## src/rtl/stall_mem_pkg.sv

```systemverilog
// Shared types and constants for the stall_mem_model memory model.
//   state_e   : handshake FSM states (IDLE, WAIT, RESP)
//   LFSR_POLY : Galois feedback taps of the latency LFSR
//   cnt_width : latency down-counter width for a given MIN_LAT / EXTRA_W
package stall_mem_pkg;

  typedef enum logic [1:0] {
    IDLE = 2'd0,
    WAIT = 2'd1,
    RESP = 2'd2
  } state_e;

  localparam logic [31:0] LFSR_POLY = 32'h8020_0003;

  // Wide enough to hold the largest latency MIN_LAT + 2^EXTRA_W - 1.
  function automatic int unsigned cnt_width(input int unsigned min_lat,
                                            input int unsigned extra_w);
    int unsigned w;
    w = $clog2(min_lat + (32'd1 << extra_w));
    return (w < 1) ? 1 : w;
  endfunction

endpackage

```

## src/rtl/stall_mem_lfsr.sv

```systemverilog
// 32-bit Galois LFSR (right-shifting, taps LFSR_POLY) used to randomise latency.
//   clk, rst    : clock, synchronous active-high reset (loads SEED)
//   lfsr_state  : current register state; advances every non-reset cycle
//   SEED        : reset value; 0 is replaced by 1 so the LFSR never locks up
module stall_mem_lfsr
  import stall_mem_pkg::*;
#(
  parameter logic [31:0] SEED = 32'h0000_000A
) (
  input  logic        clk,
  input  logic        rst,
  output logic [31:0] lfsr_state
);

  localparam logic [31:0] SEED_EFF = (SEED == 32'd0) ? 32'd1 : SEED;

  logic [31:0] lfsr_d, lfsr_q;

  // Shift right; fold the polynomial back in when a 1 falls out the bottom.
  always_comb begin
    lfsr_d = lfsr_q >> 1;
    if (lfsr_q[0]) lfsr_d = lfsr_d ^ LFSR_POLY;
  end

  always_ff @(posedge clk) begin
    if (rst) lfsr_q <= SEED_EFF;
    else     lfsr_q <= lfsr_d;
  end

  assign lfsr_state = lfsr_q;

endmodule

```

## config.mk

```make
export PLATFORM = sky130hd
export DESIGN_NAME = stall_mem_lfsr
export DESIGN_NICKNAME = d
export VERILOG_FILES = /design/src/rtl/stall_mem_pkg.sv /design/src/rtl/stall_mem_lfsr.sv
export SDC_FILE = /design/constraint.sdc
export NUM_CORES = 1
export LEC_CHECK = 0
export ABC_AREA = 1
export ABC_CLOCK_PERIOD_IN_PS = 1150
export CAP_MARGIN = 20
export CORE_MARGIN = 3
export CORE_UTILIZATION = 45
export CTS_CLUSTER_SIZE = 30
export DETAILED_ROUTE_END_ITERATION = 6
export GPL_ROUTABILITY_DRIVEN = 0
export PLACE_DENSITY_LB_ADDON = 0.15
export SYNTH_ARGS = -nofsm -noshare
export SYNTH_HDL_FRONTEND = slang
export SYNTH_SLANG_ARGS = --single-unit
```

## constraint.sdc

```tcl
create_clock -name clk -period 1.15 [get_ports clk]
set_clock_uncertainty 0.15 [all_clocks]
set_input_delay 0.23 -clock clk [delete_from_list [all_inputs] [get_ports clk]]
set_output_delay 0.23 -clock clk [all_outputs]
set_load 0.01 [all_outputs]
```

# == After elaboration in Yosys (flattened, before gate mapping) ==
# Cells that the tools add are included.
# totals
register_bits,32
inputBits,2
out_inout_bits,32
elab_cells,6
# op_classes
muxes,1
bitwise,2
reduce_logical,1
# op_table
operator,count
$mux W22,1
$not A3 Y4,1
$reduce_or A2 Y1,1
$not A1 Y1,1

# == Depth between registers and ports, before layout ==
# Gate-level depths: netlist (run 1).
# logic_depth
depth_word,2
depth_mapped,4
mapped_depth_nobuf,3

# == Least setup slack after synthesis (run 1) ==
# OpenSTA, ideal clock, no wires.
# synth_timing
kind,reg-to-reg
startpoint,reg lfsr_q[0] (netlist: lfsr_state[0])
endpoint,reg lfsr_q[1] (netlist: lfsr_state[1])
setup_time_ns,0.119
t_arrival_ns,0.622
required_ns,0.881
setup_slack_ns,0.258
path_stages_with_launch,4
n_path_buf,0
synth_period_minus_slack_ns,0.892
cell_sequence,dfxtp_1 inv_1 nand2_1 nand3_1
# synth_via
elab_chain_len,1
# synth_rtl
item,line_no,rtl
"start, declared",stall_mem_lfsr.sv:17,"logic [31:0] lfsr_d, lfsr_q;"
"start signal, assigned",stall_mem_lfsr.sv:27,else lfsr_q <= lfsr_d;
$mux W22,stall_mem_lfsr.sv:22,if (lfsr_q[0]) lfsr_d = lfsr_d ^ LFSR_POLY;
# Every way passes these cells.
# A chain may end at the register's enable or synchronous reset.

# == Worst setup path after layout (run 1) ==
# layout_timing
startpoint,reg lfsr_q[9] (netlist: lfsr_state[9])
endpoint,out lfsr_state[9]
# layout_rtl
item,line_no,rtl
"end, declared",stall_mem_lfsr.sv:12,output logic [31:0] lfsr_state
# No word-level cell between the ends.

==> results.sh, run 1 <==
export IMPL_status="finished clean"
export IMPL_std_cell_rows=17
export IMPL_grt_pass1_wl_mm=2.70
export IMPL_cp_top_family="flip-flops"
export IMPL_setup_viol=0
export IMPL_grt_max_degree=20
export IMPL_syn_nets=135
export IMPL_finalCriticalPeriod_ns=1.15
export IMPL_clk_path_buf_depth=2
export IMPL_dieHeight_um=56.3
export IMPL_max_slew_margin_rel=0.909
export IMPL_drt_drc_violations_left=0
export IMPL_worstSkewPairLatency_ns=0.32
export IMPL_holdBufCountCts=0
export IMPL_netlist_area_sq_um=1140
export IMPL_hold_depth=2
export IMPL_overflow=0
export IMPL_pre_cts_ws_ns=-0.205
export IMPL_fp_coreArea_sq_um=2300
export IMPL_crit_buf_inv=1
export IMPL_pwr_share_seq=0.596
export IMPL_die_area_sq_um=3170
export IMPL_regArea_sq_um=681
export IMPL_hold_path_end="lfsr_state[4]"
export IMPL_antenna_found_initial=0
export IMPL_fin_area_sq_um=1520
export IMPL_worst_pin_slew_ns=0.136
export IMPL_drt_iter0_drc=7
export IMPL_io_buffers=33
export IMPL_wl_per_cell_um=8.91
export IMPL_vias_per_cell=3.90
export IMPL_final_antenna_net_count=0
export IMPL_max_vdd_ir_drop_uv=1110
export IMPL_switching_power_mw=0.414
export IMPL_setup_worst_path_end_class="output port"
export IMPL_largest_register_ffs=32
export IMPL_critPathRequiredTime_ns=0.77
export IMPL_fmax_mhz=870
export IMPL_rsz0062_at_grt="true"
export IMPL_grt_pass1_vias=651
export IMPL_reg2regPathDepth=4
export IMPL_routed_wl_mm=1.63
export IMPL_post_route_period_util=1.00
export IMPL_clk_pin_slew_ns=0.09
export IMPL_cts_sinks=32
export IMPL_holdWs_ns=0.276
export IMPL_num_vias=714
export IMPL_intPower_mw=1.52
export IMPL_dpl_hpwl_mm=1.11
export IMPL_placedInstanceArea_sq_um=1340
export IMPL_clockRootBuffer="clkbuf_4"
export IMPL_h_tree_depth=2
export IMPL_arrival_ns=0.77
export IMPL_syn_area_per_cell_sq_um=8.57
export IMPL_drive_gt1_frac=0.535
export IMPL_r2r_slack_ns=0.13
export IMPL_max_cap_violations=0
export IMPL_synthCells=133
export IMPL_worst_setup_path_type="reg2out"
export IMPL_ys_types=11
export IMPL_clockPowerShare=0.329
export IMPL_cellPowerDensity_nw_per_um2=1280
export IMPL_fillers=209
export IMPL_p_leak_nw=0.698
export IMPL_start_kind="register"
export IMPL_areaGrowthSynthToFinish_pct=32.9
export IMPL_finalPower_mw=1.93
export IMPL_hold_violations=0
export IMPL_swShare=0.214
export IMPL_multi_input_comb_area_sq_um=151
export IMPL_worstPathCellList="buf_6"
export IMPL_p_comb_frac=0.075
export IMPL_grt_usage=0.114
export IMPL_worstPathMaxFanout=2
export IMPL_dr_pass1_iters=4
export IMPL_yosys_register_bits=32
export IMPL_hp_class="reg2reg"
export IMPL_start_util=0.496
export IMPL_cts_tree="done"
export IMPL_num_antenna_cells=0
export IMPL_finalWorstSetupSlack_ns=0.000503
export IMPL_slowest_stage="dfxtp_2"
export IMPL_rr_startpoint="lfsr_state[0]"
export IMPL_ys_warn_count=0
export IMPL_holdCritStartpoint="lfsr_state[5]"
export IMPL_maxSlewViolCount=0
export IMPL_die_w_um=56.3
export IMPL_cts_buffers=5
export IMPL_ys_seq_area_frac=0.562
export IMPL_fin_nets=156
export IMPL_slowest_delay_ns=0.34
export IMPL_top_level_ports=34
export IMPL_rr_endpoint="lfsr_state[21]"
==> power by group through the flow <==
stage | registers, mW | clock network [mW] | logic, mW
6_report | 1.15 | 0.637 | 0.145
3_5_place_dp | 1.17 | 0 | 0.137
4_1_cts | 1.15 | 0.658 | 0.141
2_1_floorplan | 1.18 | 0 | 0.0700
3_3_place_gp | 1.17 | 0 | 0.135
5_1_grt | 1.16 | 0.708 | 0.160
==> final cells by class <==
| type | instances | share of cell area |
|---|---|---|
| Timing Repair Buffer | 45 | 0.312 |
| Sequential cell | 32 | 0.449 |
| Multi-Input combinational cell | 39 | 0.0999 |
| Clock buffer | 8 | 0.0388 |
| Tap cell | 28 | 0.0231 |
| Inverter | 31 | 0.0768 |
==> layer usage <==
metal,global-route usage,wire (um),part of all wire,vias up
met5,0,0,0,-
met4,0.0814,45,0.028,0
met3,0.0529,148,0.091,7
met2,0.167,687,0.42,25
met1,0.128,749,0.46,302
li1,-,-,-,380
==> cell usage after synthesis, drive strengths merged <==
cell type | count | area, sq um
nand2 | 5 | 18.8
buf | 31 | 231
or2 | 1 | 6.26
inv | 31 | 116
nand3 | 1 | 5.00
nor2 | 31 | 116
o21ai | 1 | 5.00
dfxtp | 32 | 641
==> how the worst max path moves through the flow <==
stage	from	endpoint	cells past startpoint
6_report	lfsr_state[9]	lfsr_state[9]	1
5_1_grt	lfsr_state[9]	lfsr_state[9]	1
4_1_cts	lfsr_state[16]	lfsr_state[16]	1
3_5_place_dp	rst	lfsr_state[3]	3
3_3_place_gp	rst	lfsr_state[3]	3
2_1_floorplan	lfsr_state[0]	lfsr_state[1]	3
==> cell families (layout without fill, tap and decap cells) <==
kind of cell / after synthesis / in the layout / synth area share
buffers and inverters: 62 / 84 / 0.305
AND/OR/NAND/NOR: 38 / 38 / 0.128
flip-flops: 32 / 32 / 0.562
AO/OA/AOI/OAI: 1 / 1 / 0.00439
==> timing repair <==
action,4_1_cts,5_1_grt
resized for setup,192,0
setup endpoints to repair,32,32
buffers inserted,3,2
pin swaps,0,0
==> cells in the final DEF, fill, tap and decap left out <==
cell type,n
buf_6,32
nor2_1,31
or2_1,1
nand2_1,5
buf_4,11
inv_2,1
clkbuf_4,5
clkbuf_8,1
o21ai_1,1
dfxtp_2,32
clkbuf_1,2
inv_1,30
clkdlybuf4s50_1,1
nand3_1,1
buf_12,1
==> metrics by stage <==
step / TNS [ns] / cells / utilization
after floorplan: 0 / 133 / -
after global placement: -5.59 / 170 / 0.583
after detailed placement: -5.95 / 170 / 0.583
after CTS: -0.0995 / 181 / 0.653
after global routing: -1.09 / 183 / 0.660
final: 0 / 183 / 0.660
(Power assumes the default switching activity.)
==> run 2, diff against run 1 <==
--- a/config.mk
+++ b/config.mk
@@ -7,7 +7,6 @@
 export LEC_CHECK = 0
 export ABC_AREA = 1
 export ABC_CLOCK_PERIOD_IN_PS = 1150
-export CAP_MARGIN = 20
 export CORE_MARGIN = 3
 export CORE_UTILIZATION = 45
 export CTS_CLUSTER_SIZE = 30
==> results of run 2 <==
Final layout, timing and power as in run 1 (identical DEF).
==> run 3, diff against run 2 <==
--- a/config.mk
+++ b/config.mk
@@ -6,9 +6,9 @@
 export NUM_CORES = 1
 export LEC_CHECK = 0
 export ABC_AREA = 1
-export ABC_CLOCK_PERIOD_IN_PS = 1150
+export ABC_CLOCK_PERIOD_IN_PS = 1470
 export CORE_MARGIN = 3
-export CORE_UTILIZATION = 45
+export CORE_UTILIZATION = 48
 export CTS_CLUSTER_SIZE = 30
 export DETAILED_ROUTE_END_ITERATION = 6
 export GPL_ROUTABILITY_DRIVEN = 0
==> constraint.sdc (replaced) <==
create_clock -name clk -period 1.47 [get_ports clk]
set_clock_uncertainty 0.15 [all_clocks]
set_input_delay 0.294 -clock clk [delete_from_list [all_inputs] [get_ports clk]]
set_output_delay 0.294 -clock clk [all_outputs]
set_load 0.01 [all_outputs]
==> run 3 against run 2 <==
Effect of this change:
- sequential power fell by 22%
- via count down 5.3%
- highest routed layer unchanged
- global-route usage rose by 0.73 points
- combinational power fell by 42%
- critical path type unchanged
- first-iteration DRC count is 29% lower
- power down 17%
- sequential share of layout area increased by 2.9 points
- register-to-register slack better by 0.45 ns
- flip-flop and latch count unchanged
==> results.sh, run 3 (synthesis results as in run 1) <==
export IMPL_status="finished clean"
export IMPL_drive_gt1_frac=0.0690
export IMPL_hold_violations=0
export IMPL_fin_cells=173
export IMPL_placedInstanceArea_sq_um=1300
export IMPL_arrival_ns=0.94
export IMPL_cts_sinks=32
export IMPL_num_vias=676
export IMPL_drt_iter0_drc=5
export IMPL_areaGrowthSynthToFinish_pct=17.6
export IMPL_clockRootBuffer="clkbuf_4"
export IMPL_h_tree_depth=2
export IMPL_worstPathMaxFanout=3
export IMPL_start_kind="register"
export IMPL_grt_pass1_wl_mm=2.44
export IMPL_die_w_um=54.7
export IMPL_worst_pin_slew_ns=0.122
export IMPL_setup_viol=0
export IMPL_fin_area_sq_um=1340
export IMPL_numPlacedInstances=165
export IMPL_drt_drc_violations_left=0
export IMPL_setup_worst_path_end_class="output port"
export IMPL_worstSkewPairLatency_ns=0.31
export IMPL_cts_tree="done"
export IMPL_critPathRequiredTime_ns=1.03
export IMPL_hp_class="reg2reg"
export IMPL_slowest_stage="dfxtp_1"
export IMPL_post_cts_buffers=0
export IMPL_start_util=0.510
export IMPL_final_antenna_net_count=0
export IMPL_layout_cells_most_common="dfxtp_1"
export IMPL_antenna_found_initial=0
export IMPL_grt_pass1_vias=596
export IMPL_slowest_delay_ns=0.36
export IMPL_tns_ns=0
export IMPL_max_vdd_ir_drop_uv=887
export IMPL_fin_nets=146
export IMPL_final_cell_mix="dfxtp_1, nor2_1, inv_1, dlygate4sd2_1"
export IMPL_wl_per_cell_um=8.43
export IMPL_holdBufCountCts=0
export IMPL_finalCriticalPeriod_ns=1.39
export IMPL_cts_buffers=5
export IMPL_routed_wl_mm=1.46
export IMPL_max_slew_margin_rel=0.919
export IMPL_overflow=0
export IMPL_dr_pass1_iters=4
export IMPL_worstPathCellList="dlygate4sd2_1"
export IMPL_post_route_period_util=0.944
export IMPL_io_buffers=33
export IMPL_crit_buf_inv=1
export IMPL_maxSlewViolCount=0
export IMPL_clk_pin_slew_ns=0.09
export IMPL_worst_setup_path_type="reg2out"
export IMPL_max_cap_violations=0
export IMPL_vias_per_cell=3.91
export IMPL_clk_path_buf_depth=2
export IMPL_fp_coreArea_sq_um=2230
export IMPL_grt_max_degree=31
export IMPL_num_antenna_cells=0
export IMPL_rsz0062_at_grt="false"
export IMPL_cellPowerDensity_nw_per_um2=1190
export IMPL_top_level_ports=34
export IMPL_p_leak_nw=0.687
export IMPL_largest_register_ffs=32
export IMPL_fmax_mhz=720
export IMPL_dieHeight_um=54.7
export IMPL_cp_top_family="flip-flops"
export IMPL_die_area_sq_um=3000
export IMPL_grt_usage=0.121
export IMPL_std_cell_rows=17
## run 3: cell types whose count changed in the layout (fill, tap and decap cells not counted), moves of 2 or more
| cell | previous run | this run |
|---|---|---|
| buf_4 | 11 | 1 |
| buf_6 | 32 | 0 |
| clkdlybuf4s15_1 | 0 | 2 |
| dfxtp_1 | 0 | 32 |
| dfxtp_2 | 32 | 0 |
| dlygate4sd2_1 | 0 | 30 |
## run 3: final timing paths
check / from / slack (ns) / cells after the start / end
worst max-delay path: lfsr_state[2] / 0.08 / 1 / lfsr_state[2]
worst min-delay path: lfsr_state[30] / 0.27 / 2 / lfsr_state[29]
worst max register to register: lfsr_state[0] / 0.58 / 4 / lfsr_state[1]
worst min register to register: lfsr_state[30] / 0.27 / 2 / lfsr_state[29]
## run 3: repair_timing
item | 4_1_cts | 5_1_grt
gates resized for setup | 32 | 2
endpoints found under the hold margin | 0 | 0
setup endpoints to repair | 32 | 2
## run 3: area by class of cell
type                            count  area [sq um]
Fill cell                         223           893
Sequential cell                    32           641
Timing Repair Buffer               35           320
Multi-Input combinational cell     39           151
Inverter                           31           116
Clock buffer                        6          41.3
Clock inverter                      2          35.0
Tap cell                           28          35.0
## run 3: metal layers
| layer | global-route usage | wire length, um | vias to the layer above |
|---|---|---|---|
| met5 | 0 | 0 | - |
| met4 | 0.0871 | 37 | 0 |
| met3 | 0.0654 | 130 | 5 |
| met2 | 0.163 | 610 | 22 |
| met1 | 0.142 | 680 | 288 |
| li1 | - | - | 361 |
## run 3: power breakdown
part	internal, mW	switching, mW	leakage [nW]
Sequential	0.886	0.00945	0.260
Combinational	0.0391	0.0445	0.385
Clock	0.356	0.265	0.0422
## run 3: metrics by stage
step / setup WS, ns / util / power [mW] / hold slack, ns
finish: 0.0816 / 0.600 / 1.60 / 0.266
CTS: 0.0495 / 0.599 / 1.63 / 0.266
global placement: 0.0653 / 0.583 / 1.01 / 0.257
floorplan: 0.578 / - / 0.976 / 0.253
global route: 0.00841 / 0.600 / 1.69 / 0.264
detailed placement: 0.0488 / 0.583 / 1.01 / 0.259
## run 3: worst min-delay path, stage by stage (launching register included)
cell,delay [ns]
dfxtp_1,0.32
inv_1,0.05
nor2_1,0.03
